===== src/rtl/datamover_pkg.sv =====
// Shared definitions for the datamover: register map, job FSM states and job descriptor.
package datamover_pkg;

    localparam int unsigned REG_AW = 9;

    localparam logic [REG_AW-1:0] REG_TRIGGER    = 9'h000;
    localparam logic [REG_AW-1:0] REG_STATUS     = 9'h004;
    localparam logic [REG_AW-1:0] REG_SOFT_CLEAR = 9'h008;
    localparam logic [REG_AW-1:0] REG_SRC        = 9'h040;
    localparam logic [REG_AW-1:0] REG_DST        = 9'h044;
    localparam logic [REG_AW-1:0] REG_LEN        = 9'h048;

    typedef enum logic [2:0] {
        ST_IDLE,
        ST_LOAD,
        ST_RD,
        ST_RWAIT,
        ST_WR,
        ST_DONE
    } state_e;

    typedef struct packed {
        logic [31:0] src;
        logic [31:0] dst;
        logic [31:0] len;
    } job_t;

    // Byte-enable merge of a 32-bit peripheral write into a config register.
    function automatic logic [31:0] be_merge(input logic [31:0] old_val,
                                             input logic [31:0] new_val,
                                             input logic [3:0]  be);
        logic [31:0] res;
        res = old_val;
        for (int b = 0; b < 4; b++) begin
            if (be[b]) res[8*b +: 8] = new_val[8*b +: 8];
        end
        return res;
    endfunction

endpackage


===== src/rtl/datamover_job_fifo.sv =====
// Pending-job queue: DEPTH-entry synchronous FIFO of job descriptors with occupancy count.
module datamover_job_fifo
    import datamover_pkg::*;
#(
    parameter int unsigned DEPTH = 2
) (
    input  logic       clk_i,
    input  logic       rst_ni,
    input  logic       clear,
    input  logic       push,
    input  logic       pop,
    input  job_t       din,
    output job_t       dout,
    output logic       full,
    output logic       empty,
    output logic [7:0] count
);

    localparam int unsigned PTR_W = (DEPTH > 1) ? $clog2(DEPTH) : 1;
    localparam int unsigned CNT_W = $clog2(DEPTH + 1);

    job_t             mem [DEPTH];
    logic [PTR_W-1:0] wptr;
    logic [PTR_W-1:0] rptr;
    logic [CNT_W-1:0] cnt;
    logic             push_ok;
    logic             pop_ok;

    function automatic logic [PTR_W-1:0] ptr_next(input logic [PTR_W-1:0] p);
        return (p == PTR_W'(DEPTH - 1)) ? '0 : p + PTR_W'(1);
    endfunction

    assign full    = (cnt == CNT_W'(DEPTH));
    assign empty   = (cnt == '0);
    assign count   = 8'(cnt);
    assign dout    = mem[rptr];
    assign push_ok = push && !full;
    assign pop_ok  = pop && !empty;

    always_ff @(posedge clk_i or negedge rst_ni) begin
        if (!rst_ni) begin
            wptr <= '0;
            rptr <= '0;
            cnt  <= '0;
        end else if (clear) begin
            wptr <= '0;
            rptr <= '0;
            cnt  <= '0;
        end else begin
            if (push_ok) wptr <= ptr_next(wptr);
            if (pop_ok)  rptr <= ptr_next(rptr);
            if (push_ok && !pop_ok)      cnt <= cnt + CNT_W'(1);
            else if (!push_ok && pop_ok) cnt <= cnt - CNT_W'(1);
        end
    end

    // Storage carries no reset; entries are only observed once written.
    always_ff @(posedge clk_i) begin
        if (push_ok && !clear) mem[wptr] <= din;
    end

endmodule


===== src/rtl/datamover.sv =====
// Memory-to-memory copy engine: peripheral-programmed jobs, word-by-word TCDM read/write copy.
module datamover
    import datamover_pkg::*;
#(
    parameter int unsigned ID                  = 8,
    parameter int unsigned DW                  = 32,
    parameter int unsigned AW                  = 32,
    parameter int unsigned N_CORES             = 1,
    parameter int unsigned N_CONTEXT           = 2,
    parameter int unsigned MISALIGNED_ACCESSES = 0
) (
    input  logic               clk_i,
    input  logic               rst_ni,
    input  logic               test_mode_i,
    output logic [N_CORES-1:0] evt_o,

    input  logic               periph_req_i,
    output logic               periph_gnt_o,
    input  logic [31:0]        periph_add_i,
    input  logic               periph_wen_i,
    input  logic [3:0]         periph_be_i,
    input  logic [31:0]        periph_data_i,
    input  logic [ID-1:0]      periph_id_i,
    output logic [31:0]        periph_r_data_o,
    output logic               periph_r_valid_o,
    output logic [ID-1:0]      periph_r_id_o,

    output logic               tcdm_req_o,
    input  logic               tcdm_gnt_i,
    output logic [AW-1:0]      tcdm_add_o,
    output logic               tcdm_wen_o,
    output logic [DW/8-1:0]    tcdm_be_o,
    output logic [DW-1:0]      tcdm_data_o,
    input  logic [DW-1:0]      tcdm_r_data_i,
    input  logic               tcdm_r_valid_i,
    output logic               tcdm_r_ready_o,
    output logic               tcdm_user_o,
    output logic [ID-1:0]      tcdm_id_o,
    output logic [6:0]         tcdm_ecc_o,
    output logic               tcdm_ereq_o,
    output logic               tcdm_r_eready_o
);

    localparam int unsigned   BW        = DW / 8;
    localparam logic [AW-1:0] STRIDE    = AW'(BW);
    localparam logic [AW-1:0] ADDR_MASK = (MISALIGNED_ACCESSES != 0) ? '1 : ~AW'(BW - 1);

    state_e       state;
    logic [31:0]  src_q, dst_q, len_q;
    logic [AW-1:0] rd_ptr, wr_ptr;
    logic [31:0]  remain;

    logic [REG_AW-1:0] reg_addr;
    logic        acc, wr_acc, push, soft_clear, pop, busy;
    logic        fifo_full, fifo_empty;
    logic [7:0]  fifo_count;
    job_t        head;
    logic [31:0] rdata_c;
    logic        unused_inputs;

    assign tcdm_r_ready_o  = 1'b1;
    assign tcdm_user_o     = 1'b0;
    assign tcdm_id_o       = '0;
    assign tcdm_ecc_o      = '0;
    assign tcdm_ereq_o     = 1'b0;
    assign tcdm_r_eready_o = 1'b0;
    assign unused_inputs   = ^{test_mode_i, periph_add_i[31:REG_AW]};

    // A TRIGGER against a full queue is stalled until a job is popped.
    assign reg_addr     = periph_add_i[REG_AW-1:0];
    assign periph_gnt_o = periph_req_i &&
                          !(!periph_wen_i && (reg_addr == REG_TRIGGER) && fifo_full);
    assign acc          = periph_req_i && periph_gnt_o;
    assign wr_acc       = acc && !periph_wen_i;
    assign push         = wr_acc && (reg_addr == REG_TRIGGER);
    assign soft_clear   = wr_acc && (reg_addr == REG_SOFT_CLEAR);
    assign pop          = (state == ST_LOAD) && !soft_clear;
    assign busy         = (state != ST_IDLE) || !fifo_empty;

    always_comb begin
        rdata_c = '0;
        case (reg_addr)
            REG_STATUS: rdata_c = {16'h0, fifo_count, 7'h0, busy};
            REG_SRC:    rdata_c = src_q;
            REG_DST:    rdata_c = dst_q;
            REG_LEN:    rdata_c = len_q;
            default:    rdata_c = '0;
        endcase
    end

    datamover_job_fifo #(
        .DEPTH (N_CONTEXT)
    ) u_job_fifo (
        .clk_i  (clk_i),
        .rst_ni (rst_ni),
        .clear  (soft_clear),
        .push   (push),
        .pop    (pop),
        .din    ('{src: src_q, dst: dst_q, len: len_q}),
        .dout   (head),
        .full   (fifo_full),
        .empty  (fifo_empty),
        .count  (fifo_count)
    );

    // Peripheral response and config registers.
    always_ff @(posedge clk_i or negedge rst_ni) begin
        if (!rst_ni) begin
            periph_r_valid_o <= 1'b0;
            periph_r_id_o    <= '0;
            periph_r_data_o  <= '0;
            src_q            <= '0;
            dst_q            <= '0;
            len_q            <= '0;
        end else begin
            periph_r_valid_o <= acc;
            if (acc) begin
                periph_r_id_o   <= periph_id_i;
                periph_r_data_o <= periph_wen_i ? rdata_c : 32'h0;
            end
            if (wr_acc) begin
                case (reg_addr)
                    REG_SRC: src_q <= be_merge(src_q, periph_data_i, periph_be_i);
                    REG_DST: dst_q <= be_merge(dst_q, periph_data_i, periph_be_i);
                    REG_LEN: len_q <= be_merge(len_q, periph_data_i, periph_be_i);
                    default: ;
                endcase
            end
        end
    end

    // Job FSM; TCDM request fields only change on grant, so they hold during stalls.
    always_ff @(posedge clk_i or negedge rst_ni) begin
        if (!rst_ni) begin
            state       <= ST_IDLE;
            tcdm_req_o  <= 1'b0;
            tcdm_add_o  <= '0;
            tcdm_wen_o  <= 1'b0;
            tcdm_be_o   <= '0;
            tcdm_data_o <= '0;
            evt_o       <= '0;
            rd_ptr      <= '0;
            wr_ptr      <= '0;
            remain      <= '0;
        end else if (soft_clear) begin
            state      <= ST_IDLE;
            tcdm_req_o <= 1'b0;
            tcdm_wen_o <= 1'b0;
            tcdm_be_o  <= '0;
            evt_o      <= '0;
        end else begin
            case (state)
                ST_IDLE: begin
                    if (!fifo_empty) state <= ST_LOAD;
                end
                ST_LOAD: begin
                    rd_ptr <= AW'(head.src) + STRIDE;
                    wr_ptr <= AW'(head.dst);
                    remain <= head.len;
                    if (head.len == 32'd0) begin
                        state <= ST_DONE;
                        evt_o <= '1;
                    end else begin
                        state      <= ST_RD;
                        tcdm_req_o <= 1'b1;
                        tcdm_wen_o <= 1'b1;
                        tcdm_be_o  <= '1;
                        tcdm_add_o <= AW'(head.src) & ADDR_MASK;
                    end
                end
                ST_RD: begin
                    if (tcdm_gnt_i) begin
                        state      <= ST_RWAIT;
                        tcdm_req_o <= 1'b0;
                        tcdm_be_o  <= '0;
                    end
                end
                ST_RWAIT: begin
                    if (tcdm_r_valid_i) begin
                        state       <= ST_WR;
                        tcdm_data_o <= tcdm_r_data_i;
                        tcdm_req_o  <= 1'b1;
                        tcdm_wen_o  <= 1'b0;
                        tcdm_be_o   <= '1;
                        tcdm_add_o  <= wr_ptr & ADDR_MASK;
                        wr_ptr      <= wr_ptr + STRIDE;
                    end
                end
                ST_WR: begin
                    if (tcdm_gnt_i) begin
                        if (remain == 32'd1) begin
                            state      <= ST_DONE;
                            tcdm_req_o <= 1'b0;
                            tcdm_be_o  <= '0;
                            evt_o      <= '1;
                        end else begin
                            state      <= ST_RD;
                            remain     <= remain - 32'd1;
                            tcdm_wen_o <= 1'b1;
                            tcdm_add_o <= rd_ptr & ADDR_MASK;
                            rd_ptr     <= rd_ptr + STRIDE;
                        end
                    end
                end
                ST_DONE: begin
                    state <= ST_IDLE;
                    evt_o <= '0;
                end
                default: state <= ST_IDLE;
            endcase
        end
    end

endmodule


===== config.mk =====
export PLATFORM = sky130hd
export DESIGN_NAME = datamover
export DESIGN_NICKNAME = d
export VERILOG_FILES = /design/src/rtl/datamover_pkg.sv /design/src/rtl/datamover_job_fifo.sv /design/src/rtl/datamover.sv
export SDC_FILE = /design/constraint.sdc
export NUM_CORES = 1
export LEC_CHECK = 0
export BUFFER_PORTS_ARGS = -buffer_cell sky130_fd_sc_hd__buf_2
export CORE_MARGIN = 4
export CORE_UTILIZATION = 35
export CTS_BUF_LIST = sky130_fd_sc_hd__clkbuf_16
export CTS_CLUSTER_SIZE = 14
export DETAILED_ROUTE_END_ITERATION = 8
export PLACE_DENSITY_LB_ADDON = 0.1
export SLEW_MARGIN = 10
export SYNTH_ARGS = -nofsm -noshare
export SYNTH_HDL_FRONTEND = slang
export SYNTH_SLANG_ARGS = --single-unit

===== constraint.sdc =====
create_clock -name clk_i -period 6.4 [get_ports clk_i]
set_input_delay 1.28 -clock clk_i [delete_from_list [all_inputs] [get_ports clk_i]]
set_output_delay 1.28 -clock clk_i [all_outputs]
set_load 0.01 [all_outputs]

# Word level (Yosys, flattened, before mapping)
# Memories as Yosys holds them, arrays and structs flattened.
# Cells that the tools add are included.
# W data, S select, Z words.
# word_totals
output_inout_bits	132
mem_bits_rw	192
word_cells	175
register_bits	311
memories	1
# op_classes
eq_ne	24
reduce_logical	55
mux	58
addsub	8
n_bitwise	1
# memory_table
name	words	width	rd	rd_ports_with_merged_regs	wr	line	text
u_job_fifo.mem	2	96	1	0	1	datamover_job_fifo.sv:22	job_t mem [DEPTH];
# op_table
operator	n
$mux W32	10
$pmux W32 S2	3
$pmux W32 S4	1
$add A32 B3 Y32 const B	3
$pmux W32 S3	1
$reduce_and A3 Y1	14
$eq A32 B1 Y1 const B	1
$logic_not A32 Y1	1
$sub A32 B1 Y32 const B	1
$eq A9 B7 Y1 const B	3
$mux W4	6
$mux W1	22
$mux W3	7
$ne A3 B2 Y1 const B	7
$pmux W4 S4	1
$pmux W3 S5	1
$logic_and A1 B1 Y1	13
$reduce_and A4 Y1	3
$reduce_and A6 Y1	2
$eq A9 B3 Y1 const B	1
$eq A9 B4 Y1 const B	1
$logic_not A9 Y1	1
$reduce_bool A3 Y1	3
$ne A2 B2 Y1 const B	4
other kinds (20)	36

# Logic depth before layout (Yosys ltp)
# depth
depth_word	15
ltp_mapped	16
depth_no_buf	9

# Hierarchy
# From an unflattened synthesis, not the netlist that was laid out.
# unflattened
hier_cells	1922
hier_area_um2	22486.6
# by_module_without_submodules
mod	instances	cells_each	area_each_um2	seq_area_each_um2
datamover	1	1591	15297.2	7432.1
datamover_job_fifo	1	331	7189.4	5865.6

# Worst setup path after synthesis
# Ideal clock, no wire load.
# synth_path
path_kind	input port to flip-flop
start	input periph_add_i[5]
end	memory u_job_fifo.mem[0][0] in the netlist's numbering, enable pin
setup_slack_ns	-0.404
path_stages	4
arrival_ns	6.258
setup_time_ns	0.545
required_time_ns	5.855
path_cell_list	nor4_1 > nor3b_1 > nand4b_1 > nor2_1
# synth_via
elab_chain_cells	12
# synth_lines
item	line	text
start, declared	datamover.sv:19	input logic [31:0] periph_add_i,
$logic_not A9 Y1	datamover.sv:72, datamover.sv:75	
$logic_and A1 B1 Y1 (2 in a row)	datamover.sv:72	!(!periph_wen_i && (reg_addr == REG_TRIGGER) && fifo_full);
$logic_not A1 Y1	datamover.sv:72	
$logic_and A1 B1 Y1	datamover.sv:71	assign periph_gnt_o = periph_req_i &&
$logic_and A1 B1 Y1	datamover.sv:73	assign acc = periph_req_i && periph_gnt_o;
$logic_and A1 B1 Y1	datamover.sv:74	assign wr_acc = acc && !periph_wen_i;
$logic_and A1 B1 Y1, on equally long branches	datamover.sv:75, datamover.sv:76	
$logic_and A1 B1 Y1 / $logic_not A1 Y1 (equally long branches)	datamover_job_fifo.sv:37, datamover_job_fifo.sv:59	
$logic_and A1 B1 Y1 *	datamover_job_fifo.sv:59	if (push_ok && !clear) mem[wptr] <= din;
$mux W1 *	datamover_job_fifo.sv:59	
$mux W1 (implied by the code) *	datamover_job_fifo.sv:59	
end, declared	datamover_job_fifo.sv:22	
# Mark *: on every way between the ends. The rest lies on a longest branch, timed or not.

# Worst setup path in the final report
# layout_path
start	input periph_add_i[5]
end	output periph_gnt_o
# layout_via
elab_chain_cells	5
# layout_lines
item	line	text
$logic_not A9 Y1	datamover.sv:72	
$logic_and A1 B1 Y1 (2 in a row)	datamover.sv:72	
$logic_not A1 Y1	datamover.sv:72	
$logic_and A1 B1 Y1	datamover.sv:71	
end, declared	datamover.sv:18	output logic periph_gnt_o,
# Every way passes these cells.

==> run metrics <==
outcome=finished, final reports clean; via count=15706; port bufs=201; drt total wl=65300 um; fillers=5940; Max Root-Sink Buffers=3; Setup TNS Final=0 ps; Crit Path Max Fanout=9; Mapped Area=0.0221 mm2; ys async rst share=62.1%; Slowest-stage cell, CP=nor4_1; area of the multi-input gates=0.00840 mm2; die height=259 um; Period minus WS final=4430 ps; Final Net Count=2146; Cell variety after synth=81; post-synthesis simple-gate area fraction=11.5%; area grow syn2layout=15.7%; GRT Overall Usage=19.1%; CTS Root Cell=clkbuf_16; CP Launch Type=primary input; top cell type's share of synthesized area=34.1%; Critical Path AT=3150 ps; largest family of logic cells by synthesized area=multiplexers; Post-CTS Hold Buffers=0; Yosys reg bits=485; chip width=259 um; CP Cell Sequence=buf_2 -> nor4_1 -> nor3b_1 -> nand3_1 -> nand2_2 -> clkinv_1 -> buf_2; CP Data Required Time=5120 ps; initial antenna violation count=4; top-count cell post-synth=dfrtp_1; Vias/cell=5.40; vias in the first global route=15443; worst reg-to-reg setup slack=2350 ps; wire per inst=22.4 um; global placement routability congestion=0.876; Setup WS pre-CTS=1980 ps; TritonCTS clock tree=built; Post-synth EDFFs=184; Post-Synth Adder-Cell Area=0.227%; RSZ-0062 raised after global routing=false; Clock Skew=21.4 ps; leakage=0.0110 uW; Setup crit end kind=output port; post-CTS sizing=0; worst hold path type=reg -> reg; mux cell area share after synthesis=12.6%; largest net degree at the start of global routing=142; Cell Pwr Density=391 mW/mm2; Synth Warn #=0; Post-synth top flop=dfrtp_1; period utilization=69.3%; core area=0.0621 mm2; DRC=0; First DRT Iteration DRCs=1107; CTS sink count=485; top cells by area, synth=dfrtp_1, edfxtp_1, mux2_2; Core Rows=91; Post-synth top cells=dfrtp_1, nand2_1, edfxtp_1; share of the synthesized netlist area taken by xor and xnor gates=0.952%; cell type with the largest total area after synthesis=dfrtp_1; critical path class=in -> out; Setup Buffers After CTS=0; sequential cell area=0.0131 mm2; compound-gate portion of the synthesized area=12.2%; Max-slew headroom=26.0%; I/O pins=247; Fmax achieved=226 MHz; final setup margin=1970 ps; htree depth=2; Slew Limit Fails=0; Crit path largest cell delay=640 ps; cell count after synthesis=1854; starting density of the core=35.6%; max cap viols=0; Final ANT Viol Nets=0; share of cells above drive strength 1=23.9%; setup violation total in the final timing report=0; first-pass GRT wire length=99200 um; slew at the pin with the worst max-slew slack=1100 ps; Syn Area/Cell=11.9 um2; Hold Violations, Final=0; Clock transition at path regs=60 ps; Detailed Place HPWL=46500 um; clock latency on the worst-skew pair=620 ps; Max rail drop VDD=0.206 mV; sequential-to-total area share from yosys stat=59.2%; TritonRoute pass-1 iters=6; most used cell, CP=buf_2; Die ar.=0.0671 mm2; gr ovfl total=0; Total Power=9970 uW; CTS Buf Count=54
worst max-delay path, delay by kind of cell:
kind                   cells  cell delay [ps]
AND/OR/NAND/NOR            4             1330
buffers and inverters      3              540
through the flow:
stage / area (um2) / utilization (%) / cells / hold slack (ps)
after floorplan: 22100 / - / 1873 / 441
after global placement: 23800 / 38.4 / 2808 / 458
after detailed placement: 23800 / 38.4 / 2808 / 461
after CTS: 25500 / 41.1 / 2909 / 476
after global routing: 25500 / 41.1 / 2909 / 494
final: 25500 / 41.2 / 2911 / 469
path summary, 6_finish.rpt:
path                                  startpoint  cells after the start                to
max in group asynchronous                 rst_ni                      2   u_job_fifo.rptr
worst min register to register  periph_r_id_o[2]                      2  periph_r_id_o[2]
worst max register to register   u_job_fifo.rptr                      6    tcdm_add_o[21]
worst min-delay path            periph_r_id_o[2]                      2  periph_r_id_o[2]
worst max-delay path             periph_add_i[5]                      7      periph_gnt_o
min in group asynchronous                 rst_ni                      1          dst_q[1]
state kept, by name, summed over array words and instances (netlist names), 3 cells and up:
name             count
dst_q               32
len_q               32
periph_r_data_o     32
periph_r_id_o        8
rd_ptr              30
remain              32
src_q               32
state                3
tcdm_add_o          30
tcdm_data_o         32
u_job_fifo.mem     184
wr_ptr              30
power breakdown:
| group | internal [uW] | switching (uW) | leakage, uW |
|---|---|---|---|
| clock network | 1730 | 1280 | 0.000903 |
| registers | 3730 | 559 | 0.00586 |
| logic | 1090 | 1580 | 0.00422 |
logic make-up (layout without fill, tap and decap cells):
family | count (synthesis) | count (layout)
XOR/XNOR | 24 | 24
flip-flops | 485 | 485
AND/OR/NAND/NOR | 512 | 512
adder cells (fa/ha/maj) | 4 | 4
AO/OA/AOI/OAI | 428 | 428
buffers and inverters | 144 | 343
other | 2 | 23
multiplexers | 255 | 255
placed cells by master (no fill, tap or decap), drive strengths merged, types with 28 or more instances in the layout:
master	count
edfxtp	184
mux2i	72
nor2	98
nor3	41
inv	34
nor4	28
a21oi	108
buf	227
mux2	183
clkbuf	54
a222oi	29
dfrtp	301
nand3	46
nand2	204
o21ai	161
metal layers:
metal  part of all wire (%)  GRT usage (%)
met3                    5.9           3.33
met1                     48           29.0
met2                     45           28.9
met4                    1.6           3.91
met5                      0              0
area by class of cell:
cell class,instances,area share (%)
clock inverters,47,1.44
inverters,15,0.220
flip-flops and latches,485,51.1
diodes,2,0.0196
multi-input cells,1244,32.9
well taps,837,4.10
clock buffers,54,5.29
repair buffers,227,4.89
Note: power is estimated with default switching activity, not from simulation.
